$ cat config.mk
export PLATFORM = sky130hd
export DESIGN_NAME = adc_sample_fifo
export DESIGN_NICKNAME = d
export VERILOG_FILES = /design/src/rtl/adda_pkg.sv /design/src/rtl/adc_sample_fifo_mem.sv /design/src/rtl/adc_sample_fifo.sv
export SDC_FILE = /design/constraint.sdc
export NUM_CORES = 1
export LEC_CHECK = 0
export CAP_MARGIN = 20
export CORE_AREA = 2 2 256 258
export DETAILED_ROUTE_END_ITERATION = 10
export DIE_AREA = 0 0 258 260
export PLACE_DENSITY = 0.83
export SYNTH_ARGS = -nofsm -noshare
export SYNTH_HDL_FRONTEND = slang
export SYNTH_SLANG_ARGS = --single-unit
export TNS_END_PERCENT = 50
$ cat constraint.sdc
create_clock -name clk -period 3.3 [get_ports clk]
set_input_delay 0.99 -clock clk [delete_from_list [all_inputs] [get_ports clk]]
set_output_delay 0.99 -clock clk [all_outputs]
set_load 0.005 [all_outputs]
$ cat src/rtl/adda_pkg.sv
// ---------------------------------------------------------------------------
// adda_pkg
// Shared definitions for the ADC/DAC sample path: default sample width, the
// offset-binary midscale code, an offset-binary <-> two's-complement helper
// used by the interpolator, and the FIFO operation encoding used by the
// sample FIFO controller.
// ---------------------------------------------------------------------------
package adda_pkg;

  localparam int ADDA_DATAWIDTH = 14;

  // Encoding of the accepted operations in one cycle, {write, read}.
  typedef enum logic [1:0] {
    OP_IDLE  = 2'b00,
    OP_READ  = 2'b01,
    OP_WRITE = 2'b10,
    OP_BOTH  = 2'b11
  } fifo_op_e;

  // Offset-binary code for zero signal: only the MSB set.
  function automatic logic [31:0] midscale(input int width);
    midscale = 32'd1 << (width - 1);
  endfunction

  // Offset-binary and two's complement differ only in the MSB, so the same
  // inversion converts in either direction.
  function automatic logic [ADDA_DATAWIDTH-1:0] offsetToTwos(
    input logic [ADDA_DATAWIDTH-1:0] sample
  );
    offsetToTwos = {~sample[ADDA_DATAWIDTH-1], sample[ADDA_DATAWIDTH-2:0]};
  endfunction

endpackage

$ cat src/rtl/adc_sample_fifo_mem.sv
// ---------------------------------------------------------------------------
// adc_sample_fifo_mem
// Simple dual-port DEPTH x DATAWIDTH sample store: synchronous write port,
// asynchronous read port. Contents are not reset.
//
// Ports:
//   clk      in   clock
//   we_i     in   write enable
//   waddr_i  in   write address
//   wdata_i  in   write data
//   raddr_i  in   read address
//   rdata_o  out  read data (combinational from raddr_i)
// ---------------------------------------------------------------------------
module adc_sample_fifo_mem #(
  parameter int DATAWIDTH  = 14,
  parameter int ADDR_WIDTH = 6
) (
  input  logic                  clk,
  input  logic                  we_i,
  input  logic [ADDR_WIDTH-1:0] waddr_i,
  input  logic [DATAWIDTH-1:0]  wdata_i,
  input  logic [ADDR_WIDTH-1:0] raddr_i,
  output logic [DATAWIDTH-1:0]  rdata_o
);

  localparam int DEPTH = 2 ** ADDR_WIDTH;

  logic [DATAWIDTH-1:0] memArray_q [DEPTH];

  always_ff @(posedge clk) begin
    if (we_i) begin
      memArray_q[waddr_i] <= wdata_i;
    end
  end

  assign rdata_o = memArray_q[raddr_i];

endmodule

$ cat src/rtl/adc_sample_fifo.sv
// ---------------------------------------------------------------------------
// adc_sample_fifo
// First-word-fall-through sample FIFO between ADC capture and the
// interpolator. The head word is presented on dout before it is popped;
// dout reads midscale while empty. Provides registered full/empty/count,
// an above-half flag used as the interpolator enable, and sticky
// overflow/underflow error flags cleared only by rst.
//
// Build option:
//   ADC_SAMPLE_FIFO_HYST_EN  when defined, above_half sets at
//                            count >= DEPTH/2 and clears only at
//                            count <= DEPTH/4 (holds in between).
//
// Ports:
//   clk         in   clock
//   rst         in   synchronous active-high reset
//   wr_en       in   write request
//   din         in   sample to write
//   full        out  count == DEPTH
//   rd_en       in   pop request
//   dout        out  head word, midscale when empty
//   empty       out  count == 0
//   above_half  out  fill-level flag
//   count       out  occupancy 0..DEPTH
//   overflow    out  sticky: write attempted while full
//   underflow   out  sticky: read attempted while empty
// ---------------------------------------------------------------------------
module adc_sample_fifo
  import adda_pkg::*;
#(
  parameter int DATAWIDTH  = ADDA_DATAWIDTH,
  parameter int ADDR_WIDTH = 6
) (
  input  logic                  clk,
  input  logic                  rst,
  input  logic                  wr_en,
  input  logic [DATAWIDTH-1:0]  din,
  output logic                  full,
  input  logic                  rd_en,
  output logic [DATAWIDTH-1:0]  dout,
  output logic                  empty,
  output logic                  above_half,
  output logic [ADDR_WIDTH:0]   count,
  output logic                  overflow,
  output logic                  underflow
);

  localparam logic [31:0]           MidScaleWide = midscale(DATAWIDTH);
  localparam logic [DATAWIDTH-1:0]  MidScale     = MidScaleWide[DATAWIDTH-1:0];

  localparam logic [ADDR_WIDTH:0]   CountZero    = '0;
  localparam logic [ADDR_WIDTH:0]   CountOne     = {{ADDR_WIDTH{1'b0}}, 1'b1};
  localparam logic [ADDR_WIDTH:0]   CountFull    = {1'b1, {ADDR_WIDTH{1'b0}}};
  localparam logic [ADDR_WIDTH:0]   CountHalf    = {2'b01, {(ADDR_WIDTH-1){1'b0}}};
`ifdef ADC_SAMPLE_FIFO_HYST_EN
  localparam logic [ADDR_WIDTH:0]   CountQuarter = {3'b001, {(ADDR_WIDTH-2){1'b0}}};
`endif
  localparam logic [ADDR_WIDTH-1:0] PtrOne       = {{(ADDR_WIDTH-1){1'b0}}, 1'b1};

  logic [ADDR_WIDTH-1:0] wrPtr_q, wrPtr_d;
  logic [ADDR_WIDTH-1:0] rdPtr_q, rdPtr_d;
  logic [ADDR_WIDTH:0]   count_q, count_d;
  logic                  full_q, empty_q;
  logic                  aboveHalf_q, aboveHalf_d;
  logic                  overflow_q, underflow_q;

  logic                  wrAccept, rdAccept;
  logic                  memWe;
  logic [DATAWIDTH-1:0]  memRdata;
  fifo_op_e              fifoOp;

  // Acceptance uses the registered flags, so a write while full or a read
  // while empty is dropped; the other side of a simultaneous request still
  // proceeds.
  always_comb begin
    wrAccept    = wr_en && !full_q;
    rdAccept    = rd_en && !empty_q;
    fifoOp      = fifo_op_e'({wrAccept, rdAccept});

    wrPtr_d     = wrAccept ? (wrPtr_q + PtrOne) : wrPtr_q;
    rdPtr_d     = rdAccept ? (rdPtr_q + PtrOne) : rdPtr_q;

    count_d     = count_q;
    case (fifoOp)
      OP_WRITE: count_d = count_q + CountOne;
      OP_READ:  count_d = count_q - CountOne;
      default:  count_d = count_q;
    endcase

`ifdef ADC_SAMPLE_FIFO_HYST_EN
    aboveHalf_d = aboveHalf_q;
    if (count_d >= CountHalf) begin
      aboveHalf_d = 1'b1;
    end else if (count_d <= CountQuarter) begin
      aboveHalf_d = 1'b0;
    end
`else
    aboveHalf_d = (count_d >= CountHalf);
`endif
  end

  // Flags are registered from the next count so they never glitch.
  always_ff @(posedge clk) begin
    if (rst) begin
      wrPtr_q     <= '0;
      rdPtr_q     <= '0;
      count_q     <= CountZero;
      full_q      <= 1'b0;
      empty_q     <= 1'b1;
      aboveHalf_q <= 1'b0;
      overflow_q  <= 1'b0;
      underflow_q <= 1'b0;
    end else begin
      wrPtr_q     <= wrPtr_d;
      rdPtr_q     <= rdPtr_d;
      count_q     <= count_d;
      full_q      <= (count_d == CountFull);
      empty_q     <= (count_d == CountZero);
      aboveHalf_q <= aboveHalf_d;
      if (wr_en && full_q) begin
        overflow_q <= 1'b1;
      end
      if (rd_en && empty_q) begin
        underflow_q <= 1'b1;
      end
    end
  end

  // A write presented during the reset cycle must not land in memory.
  assign memWe = wrAccept && !rst;

  adc_sample_fifo_mem #(
    .DATAWIDTH (DATAWIDTH),
    .ADDR_WIDTH(ADDR_WIDTH)
  ) u_mem (
    .clk    (clk),
    .we_i   (memWe),
    .waddr_i(wrPtr_q),
    .wdata_i(din),
    .raddr_i(rdPtr_q),
    .rdata_o(memRdata)
  );

  assign dout       = empty_q ? MidScale : memRdata;
  assign full       = full_q;
  assign empty      = empty_q;
  assign above_half = aboveHalf_q;
  assign count      = count_q;
  assign overflow   = overflow_q;
  assign underflow  = underflow_q;

endmodule

==> impl_metrics.env <==
export IMPL_status="finished with violations"
export IMPL_failed_checks="negative setup slack"
export IMPL_max_slew_margin_pct=42.7
export IMPL_netlist_top_cells_area="edfxtp_1 75%, mux4_2 16%, dfxtp_1 1.7%, mux2i_1 1.3%, nor2_1 1.0%"
export IMPL_die_h_um=260
export IMPL_gr_total_overflow=0
export IMPL_fin_nets=1988
export IMPL_netSwitchingFraction_pct=24.7
export IMPL_cts_clk_slew_worst_paths_ps=60
export IMPL_worstMarginPinSlew_ps=857
export IMPL_antenna_left=0
export IMPL_slew_violations=0
export IMPL_synth_avg_cell_area_um2=22.0
export IMPL_fin_crit_ps=4190
export IMPL_synth_cell_types=43
export IMPL_placementRows=93
export IMPL_grt_pass1_vias=20079
export IMPL_pin_count=44
export IMPL_cts_tree="yes"
export IMPL_area_delta_synth_final_pct=21.5
export IMPL_syn_area_um2=35800
export IMPL_cts_buffers=87
export IMPL_powerDensity_nw_per_um2=642
export IMPL_ys_warn_count=0
export IMPL_dp_cells=2680
export IMPL_synth_ff_latch_count=926
export IMPL_drtIter0Drc=3280
export IMPL_antenna_found_initial=1
export IMPL_cts_sinks=926
export IMPL_design_area_um2=43500
export IMPL_drv_cap=0
export IMPL_cts_hold_buf=0
export IMPL_first_pass_iters=6
export IMPL_syn_num_nets=1653
export IMPL_clock_latency_ps=670
export IMPL_h_tree_depth=3
export IMPL_critPathMaxStageDelay_ps=550
export IMPL_postPlaceCellArea_um2=39500
export IMPL_setup_viol=14
export IMPL_cp_max_fo=8
export IMPL_routed_wl_um=104000
export IMPL_yosysSeqAreaShare_pct=76.8
export IMPL_synthCells=1630
export IMPL_cts_buffer_depth=3
export IMPL_critPathTopFamily="multiplexers"
export IMPL_viasPerCell=6.98
export IMPL_netSwitchingPower_mw=6.90
export IMPL_synth_top_cell_area_share_pct=75.1
export IMPL_crit_type="reg -> out"
export IMPL_crit_path_top_delay_cell="mux4_2"
export IMPL_ir_drop_mv=0.449
export IMPL_clkPwrFrac_pct=35.6
export IMPL_hpwl_um=55600
export IMPL_comb_power_share_pct=17.6
export IMPL_gp_congestion=0.919
export IMPL_crit_chain="buf_12 -> buf_4 -> buf_16 -> buf_6 -> mux4_2 -> mux4_2 -> a32oi_4 -> o21ai_2 -> buf_2"
export IMPL_grt_pass1_wl_um=143000
export IMPL_yosysTopAreaCell="edfxtp_1"
export IMPL_regArea_um2=27500
export IMPL_vias=20165
export IMPL_fmax_mhz=239
export IMPL_post_route_period_util_pct=127
export IMPL_synth_edf_count=896
export IMPL_design_die_area_um2=67100
export IMPL_grt_max_degree=65
export IMPL_synthArstFlopShare_pct=0
export IMPL_initial_core_util_pct=55.8
export IMPL_post_place_ws_ps=-482
export IMPL_critical_path_required_ps=2310
export IMPL_finalHoldViolCount=0
export IMPL_post_route_util_pct=67.8
export IMPL_yosys_most_used_dff="edfxtp_1"
export IMPL_cts_root_buf="clkbuf_16"
export IMPL_start_kind="flip-flop"
export IMPL_setup_slack_ps=-892
export IMPL_crit_top_cell="mux4_2"
export IMPL_multiInputGateArea_um2=8270
export IMPL_core_um2=64100
export IMPL_seqPwrFrac_pct=46.8
export IMPL_routedWlPerCell_um=36.1
export IMPL_crit_path_end_kind="output port"
export IMPL_drive_gt1_share_pct=38.1
export IMPL_die_w_um=258
export IMPL_fillers=3529
export IMPL_final_instance_count_excl_fill=2889
export IMPL_min_path_type="reg -> reg"
export IMPL_port_buffers=43
export IMPL_rsz0062_at_grt="yes"
export IMPL_p_leak_nw=13.7
export IMPL_track_usage_pct=30.4
export IMPL_arrival_ps=3200
export IMPL_skew_ps=38.5
export IMPL_drcViolationCount=0
export IMPL_p_int_mw=21.0
export IMPL_worst_path_buf_inv=5
per-layer routing:
metal	track usage (%)	up-vias	share of wire, %
li1	-	7519	-
met1	38.2	10191	32
met2	49.1	2029	48
met3	9.24	426	13
met4	14.4	0	6.3
met5	0	-	0
worst paths after layout:
check                                       startpoint                      to  slack [ps]  cells past startpoint
worst min register to register  underflow$_SDFFE_PP0P_  underflow$_SDFFE_PP0P_         480                      2
worst min-delay path            underflow$_SDFFE_PP0P_  underflow$_SDFFE_PP0P_         480                      2
worst max register to register        empty$_SDFF_PP1_         full$_SDFF_PP0_         370                     11
worst max-delay path                         flip-flop                dout[10]        -890                      9
sequential cells by signal, summed over array words and instances (netlist names), named ones only:
register and count:
underflow 1, count 7, full 1, rdPtr_q 6, empty 1, wrPtr_q 6
above_half 1, overflow 1, u_mem.memArray_q 896
stage by stage:
step           hold slack [ps]  total power [mW]  TNS [ps]
5_1_grt                    521              28.5    -12190
4_1_cts                    486              27.6    -10990
2_1_floorplan              459              15.5         0
3_5_place_dp               472              17.1    -12420
6_report                   479              27.9    -11630
3_3_place_gp               455              17.0     -7430
cell families after synthesis:
| kind of cell | count (synthesis) | share of synthesized area (%) |
|---|---|---|
| buf+inv | 95 | 1.31 |
| compound gates | 93 | 1.67 |
| flops | 926 | 76.8 |
| fa+ha+maj | 5 | 0.175 |
| xor+xnor | 14 | 0.342 |
| mux | 299 | 17.1 |
| simple gates | 198 | 2.55 |
worst register-to-register path, delay by kind of cell, from the launching register on:
family                   cells  cell delay [ps]
AO/OA/AOI/OAI                2              270
XOR/XNOR                     1              180
adder cells (fa/ha/maj)      2              480
buffers and inverters        1              270
flip-flops                   1              620
AND/OR/NAND/NOR              5             1020
power by group through the flow:
stage                     registers (mW)  clock network (mW)  logic, mW
after floorplan                     13.3                   0       2.26
after global routing                13.1                10.3       5.08
after CTS                           13.1                9.89       4.66
after detailed placement            13.3                   0       3.82
after global placement              13.3                   0       3.71
final                               13.1                9.96       4.91
layout by cell type, fill, tap and decap left out, types with 9 or more instances in the layout:
master,count
a21oi_1,16
a21oi_2,9
a22oi_1,10
buf_12,79
buf_16,13
buf_2,27
buf_4,179
buf_6,14
buf_8,10
clkbuf_1,20
clkbuf_16,88
clkdlybuf4s50_1,15
clkinv_1,18
clkinv_2,14
dfxtp_1,26
edfxtp_1,896
mux2i_1,32
mux2i_2,10
mux4_2,251
nand2_1,29
nand2b_1,9
nor2_1,92
nor2b_1,12
o21ai_2,11
xor2_1,9
Yosys cell counts, types with 6 or more instances:
| master | n |
|---|---|
| or3_1 | 7 |
| nand3_1 | 14 |
| edfxtp_1 | 896 |
| a21oi_1 | 31 |
| nand2_1 | 31 |
| dfxtp_1 | 30 |
| o21ai_1 | 10 |
| nand2b_1 | 9 |
| a32oi_1 | 6 |
| a22oi_1 | 18 |
| buf_2 | 27 |
| mux2i_1 | 48 |
| mux4_2 | 251 |
| o21ai_0 | 8 |
| clkbuf_1 | 33 |
| nand4_1 | 7 |
| nor3_1 | 7 |
| nor2_1 | 96 |
| xor2_1 | 9 |
| buf_4 | 17 |
| buf_1 | 12 |
| o221ai_1 | 8 |
| nor2b_1 | 12 |
what timing repair did:
item	CTS	global route
setup endpoints to repair	14	14
cloned	9	0
pin swaps	33	17
resized for setup	158	38
setup buffers	38	4
final cells by class:
cell class | instances | share of cell area [%]
timing repair buffer | 337 | 8.91
clock inverter | 47 | 1.01
sequential | 926 | 63.3
tap | 855 | 2.46
inverter | 4 | 0.0345
antenna | 1 | 0.00575
multi-input combinational | 609 | 19.0
clock buffer | 110 | 5.30
Power figures use the tool's default switching activity.
